--- src/rtl/imuldiv_int_div_iterative_if.sv ---
// imuldiv_int_div_iterative_if: val/rdy request and response channels of the iterative divider.
interface imuldiv_int_div_iterative_if;
    logic        divreq_msg_fn;
    logic [31:0] divreq_msg_a;
    logic [31:0] divreq_msg_b;
    logic        divreq_val;
    logic        divreq_rdy;
    logic [63:0] divresp_msg_result;
    logic        divresp_val;
    logic        divresp_rdy;
    modport master (
        output divreq_msg_fn, divreq_msg_a, divreq_msg_b, divreq_val, divresp_rdy,
        input  divreq_rdy, divresp_msg_result, divresp_val
    );
    modport slave (
        input  divreq_msg_fn, divreq_msg_a, divreq_msg_b, divreq_val, divresp_rdy,
        output divreq_rdy, divresp_msg_result, divresp_val
    );
endinterface

--- src/rtl/imuldiv_int_div_iterative.sv ---
// imuldiv_int_div_iterative: 32-step restoring divider returning {remainder, quotient}.
// IMULDIV_DIV_ZERO_BYPASS_EN sends zero-divisor requests straight to DONE.
module imuldiv_int_div_iterative (
    input logic clk,
    input logic reset,
    imuldiv_int_div_iterative_if.slave io
);
    typedef enum logic [1:0] {IDLE, CALC, DONE} state_t;
    state_t state, state_n;
    logic [4:0]  cnt;
    logic        sign_a, sign_b, dz;
    logic [31:0] a_r, rem, quo, dvs;
    logic [31:0] r, q;
    logic [32:0] d;
    logic        go, sa_in, sb_in, skip;
    assign go    = io.divreq_val & io.divreq_rdy;
    assign sa_in = io.divreq_msg_a[31] & ~io.divreq_msg_fn;
    assign sb_in = io.divreq_msg_b[31] & ~io.divreq_msg_fn;
`ifdef IMULDIV_DIV_ZERO_BYPASS_EN
    assign skip = io.divreq_msg_b == 32'd0;
`else
    assign skip = 1'b0;
`endif
    always_ff @(posedge clk)
        state <= reset ? IDLE : state_n;
    always_comb begin
        state_n = state;
        case (state)
            IDLE:    if (go) state_n = skip ? DONE : CALC;
            CALC:    if (cnt == 5'd31) state_n = DONE;
            DONE:    if (io.divresp_rdy) state_n = IDLE;
            default: state_n = IDLE;
        endcase
    end
    assign {r, q} = {rem, quo} << 1;
    assign d      = {1'b0, r} - {1'b0, dvs};
    always_ff @(posedge clk) begin
        if (reset) begin
            cnt    <= '0;
            sign_a <= 1'b0;
            sign_b <= 1'b0;
            dz     <= 1'b0;
            a_r    <= '0;
            rem    <= '0;
            quo    <= '0;
            dvs    <= '0;
        end else if (state == IDLE && go) begin
            cnt    <= '0;
            sign_a <= sa_in;
            sign_b <= sb_in;
            dz     <= io.divreq_msg_b == 32'd0;
            a_r    <= io.divreq_msg_a;
            rem    <= '0;
            quo    <= sa_in ? -io.divreq_msg_a : io.divreq_msg_a;
            dvs    <= sb_in ? -io.divreq_msg_b : io.divreq_msg_b;
        end else if (state == CALC) begin
            cnt <= cnt + 5'd1;
            rem <= d[32] ? r : d[31:0];
            quo <= d[32] ? q : {q[31:1], 1'b1};
        end
    end
    assign io.divreq_rdy         = state == IDLE;
    assign io.divresp_val        = state == DONE;
    assign io.divresp_msg_result = dz ? {a_r, 32'hFFFF_FFFF}
                                      : {sign_a ? -rem : rem, (sign_a ^ sign_b) ? -quo : quo};
endmodule

--- src/flat_wrapper.sv ---
// flat-port wrapper written by rule: the top's interface ports become plain ports
module imuldiv_int_div_iterative_flat 
  (clk, reset, io_divreq_msg_fn, io_divreq_msg_a, io_divreq_msg_b, io_divreq_val, io_divresp_rdy, io_divreq_rdy, io_divresp_msg_result, io_divresp_val);
  imuldiv_int_div_iterative_if io_i ();
  input logic clk;
  input logic reset;
  input wire logic [$bits(io_i.divreq_msg_fn)-1:0] io_divreq_msg_fn;
  input wire logic [$bits(io_i.divreq_msg_a)-1:0] io_divreq_msg_a;
  input wire logic [$bits(io_i.divreq_msg_b)-1:0] io_divreq_msg_b;
  input wire logic [$bits(io_i.divreq_val)-1:0] io_divreq_val;
  input wire logic [$bits(io_i.divresp_rdy)-1:0] io_divresp_rdy;
  output wire logic [$bits(io_i.divreq_rdy)-1:0] io_divreq_rdy;
  output wire logic [$bits(io_i.divresp_msg_result)-1:0] io_divresp_msg_result;
  output wire logic [$bits(io_i.divresp_val)-1:0] io_divresp_val;
  assign io_i.divreq_msg_fn = io_divreq_msg_fn;
  assign io_i.divreq_msg_a = io_divreq_msg_a;
  assign io_i.divreq_msg_b = io_divreq_msg_b;
  assign io_i.divreq_val = io_divreq_val;
  assign io_i.divresp_rdy = io_divresp_rdy;
  assign io_divreq_rdy = io_i.divreq_rdy;
  assign io_divresp_msg_result = io_i.divresp_msg_result;
  assign io_divresp_val = io_i.divresp_val;
  imuldiv_int_div_iterative u_core (.clk(clk), .reset(reset), .io(io_i));
endmodule
--- config.mk ---
export PLATFORM = sky130hd
export DESIGN_NAME = imuldiv_int_div_iterative_flat
export DESIGN_NICKNAME = d
export VERILOG_FILES = /design/src/rtl/imuldiv_int_div_iterative_if.sv /design/src/rtl/imuldiv_int_div_iterative.sv /design/src/flat_wrapper.sv
export SDC_FILE = /design/constraint.sdc
export NUM_CORES = 1
export LEC_CHECK = 0
export ABC_AREA = 1
export CAP_MARGIN = 20
export CORE_UTILIZATION = 35
export DETAILED_ROUTE_END_ITERATION = 6
export PLACE_DENSITY = 0.52
export SETUP_SLACK_MARGIN = 0.2
export SYNTH_ARGS = -nofsm -noshare
export SYNTH_HDL_FRONTEND = slang
export SYNTH_SLANG_ARGS = --single-unit
export TNS_END_PERCENT = 20
--- constraint.sdc ---
create_clock -name clk -period 2.7 [get_ports clk]
set_input_delay 0.405 -clock clk [delete_from_list [all_inputs] [get_ports clk]]
set_output_delay 0.405 -clock clk [all_outputs]
set_load 0.02 [all_outputs]
==> impl_metrics.tcl <==
set metrics [dict create \
    status "finished, final reports clean" \
    grt_overflow 0 \
    max_slew_margin 0.437 \
    p_per_area_nw_per_um2 490 \
    drc 0 \
    rsz0062_at_grt "yes" \
    cp.required_ns 2.30 \
    hold_viol 0 \
    clk_path_buf_depth 2 \
    dpl_worst_slack_ns -0.116 \
    io_buffers 134 \
    grt_pass1_vias 13300 \
    cts_buffers 17 \
    coreArea_um2 33800 \
    cts_sinks 138 \
    final_layout_size_suffix_gt1_frac 0.171 \
    cts.clk_slew.worst_paths_ns 0.07 \
    fin_worst_skew_ns 0.0119 \
    row_count 67 \
    htreeDepth 4 \
    syn2layout_area_growth_pct 30.7 \
    startpoint_type "register" \
    antenna_found_initial 0 \
    grt_pass1_wl_um 71800 \
    dr.pass1.iters 5 \
    worstPathArrival_ns 2.27 \
    cp-end-kind "output port" \
    ys_seq_area_frac 0.228 \
    drt_wl_total_um 46100 \
    gp_congestion 0.914 \
    ys_types 54 \
    final_common_cell "nand2_1" \
    synth_nets 2246 \
    ant_nets 0 \
    vias_per_cell 5.10 \
    post-route-min-period_ns 2.67 \
    crit_path_max_fanout 4 \
    grt_max_degree 82 \
    dr.first_iter.drc_count 1112 \
    synth.avg_cell_area_um2 5.66 \
    worstMarginPinSlew_ns 0.834 \
    finalCritPeriodShare 0.991 \
    wire_per_inst_um 16.5 \
    dieArea_um2 35300 \
    die_h_um 188 \
    nNetsFinal 2445 \
    multi_input_area_um2 8150 \
    ys.flop_type "dfxtp_1" \
    synthArstFlopShare 0 \
    leakagePower_nw 7.80 \
    io_pins 135 \
    post-place-cells 2747 \
    cts_tree "built" \
    fmax_ghz 0.374 \
    vdd_drop_max_v 0.000479 \
    clk_latency_ns 0.44 \
    synth-edff-count 0 \
    seq_area_um2 2790 \
    mostFrequentLayoutCells "nand2_1 (550), inv_1 (331), nand3_1 (187)" \
    ys.warnings.count 0 \
    die-width_um 188 \
    vias 14300 \
    crit_type "reg -> out" \
    diodes 0 \
    crit_top_cell "buf_6" \
    path_cells "buf_6, nor3_4, nand3_2, buf_6, buf_6, nor3_4, nand2_1, nand2_2, o21ai_2, a21oi_2, a21oi_2, buf_4" \
    detailed_place_hpwl_um 36000 \
    cts_root_buf "clkbuf_16" \
    setup_slack_ns 0.0251 \
    cpMaxStageDelayCell "dfxtp_2" \
    synthCells 2138 \
    setup_viol 0 \
    initial_utilization 0.358 \
    drv_slew 0 \
    slowest_delay_ns 0.33 \
    synth_area_um2 12100 \
    synth-seq-cells 138 \
    instances_no_fill 2798 \
    fillers 3645 \
    cap_violations 0 \
    hold_class "reg -> reg" \
    holdBufCountCts 0 \
    grt_usage 0.258 \
]
what timing repair did:
| action | CTS | global route |
|---|---|---|
| endpoints found under the setup margin | 63 | 91 |
| pin swaps | 19 | 51 |
| buffers inserted | 7 | 12 |
| resized for setup | 296 | 189 |
layout make-up:
| type | count | share of cell area |
|---|---|---|
| clock buffers | 19 | 0.0280 |
| clock inverters | 13 | 0.0121 |
| inverters | 372 | 0.0895 |
| multi-input cells | 1553 | 0.515 |
| flip-flops and latches | 138 | 0.177 |
| well taps | 448 | 0.0354 |
| repair buffers | 255 | 0.143 |
per-stage QoR:
stage	hold slack [ns]	TNS, ns	instance area, um^2	power (W)	utilization
2_1_floorplan	0.419	0	12100	0.00398	-
3_3_place_gp	0.434	-0.199	14500	0.00498	0.430
3_5_place_dp	0.441	-0.509	14500	0.00499	0.430
4_1_cts	0.455	-0.0830	15400	0.00762	0.455
5_1_grt	0.478	-0.369	15800	0.00822	0.468
6_report	0.454	0	15800	0.00776	0.468
report_power, final:
group | total, W | internal [W] | switching [W]
logic | 0.00289 | 0.00107 | 0.00182
clock network | 0.00258 | 0.00158 | 0.00100
registers | 0.00229 | 0.00218 | 0.000110
total | 0.00776 | 0.00482 | 0.00294
registers in the layout, indices dropped and copies added (netlist names):
register,count
u_core.a_r,32
u_core.rem,32
u_core.sign_a,1
u_core.cnt,5
u_core.dz,1
u_core.dvs,32
u_core.state,2
u_core.sign_b,1
u_core.quo,32
kinds of logic after synthesis:
| kind of cell | count (synthesis) | share of synthesized area |
|---|---|---|
| AND/OR/NAND/NOR | 1118 | 0.401 |
| buffers and inverters | 447 | 0.143 |
| AO/OA/AOI/OAI | 379 | 0.174 |
| flip-flops | 138 | 0.228 |
| adder cells (fa/ha/maj) | 39 | 0.0409 |
| XOR/XNOR | 17 | 0.0123 |
worst max-delay path, delay by kind of cell, from the launching register on:
family          cells  cell delay [ns]
compound gates      3             0.27
simple gates        5             0.69
flops               1             0.33
buf+inv             4             0.54
metal layers:
metal | vias up | track usage | share of wire
li1 | 7318 | - | -
met1 | 6533 | 0.363 | 0.49
met2 | 382 | 0.410 | 0.44
met3 | 43 | 0.0387 | 0.053
met4 | 0 | 0.0610 | 0.018
met5 | - | 0 | 0
worst paths after layout:
check | cells after the start | end | from | slack [ns]
max | 12 | io_divresp_msg_result[41] | u_core.rem[0] | 0.03
min | 2 | u_core.a_r[14] | u_core.a_r[14] | 0.45
max reg2reg | 17 | u_core.rem[9] | u_core.rem[0] | 0.32
min reg2reg | 2 | u_core.a_r[14] | u_core.a_r[14] | 0.45
synthesized netlist by cell type (5+ instances only):
| cell type | count | share of area |
|---|---|---|
| o211ai_1 | 8 | 0.0050 |
| or2_2 | 11 | 0.0057 |
| a31oi_1 | 24 | 0.012 |
| a21oi_2 | 6 | 0.0043 |
| xor2_1 | 9 | 0.0065 |
| nand2_2 | 8 | 0.0041 |
| o32ai_1 | 6 | 0.0043 |
| nor3_2 | 5 | 0.0041 |
| nor3_1 | 38 | 0.016 |
| nand3b_1 | 5 | 0.0031 |
| o22ai_1 | 12 | 0.0062 |
| clkbuf_1 | 50 | 0.016 |
| o21ai_1 | 6 | 0.0025 |
| o21ai_0 | 168 | 0.069 |
| a21oi_1 | 119 | 0.049 |
| nor4_1 | 7 | 0.0036 |
| xnor2_1 | 8 | 0.0058 |
| nand3_1 | 211 | 0.087 |
| inv_1 | 352 | 0.11 |
| clkinv_1 | 5 | 0.0016 |
| buf_2 | 16 | 0.0066 |
| inv_2 | 15 | 0.0047 |
| dfxtp_1 | 138 | 0.23 |
| nand2_1 | 567 | 0.18 |
| nor2_2 | 6 | 0.0031 |
| ha_1 | 38 | 0.039 |
| nand3_2 | 5 | 0.0041 |
| nand4_1 | 41 | 0.021 |
| nor2_1 | 201 | 0.062 |
Note: power is estimated with default switching activity, not from simulation.
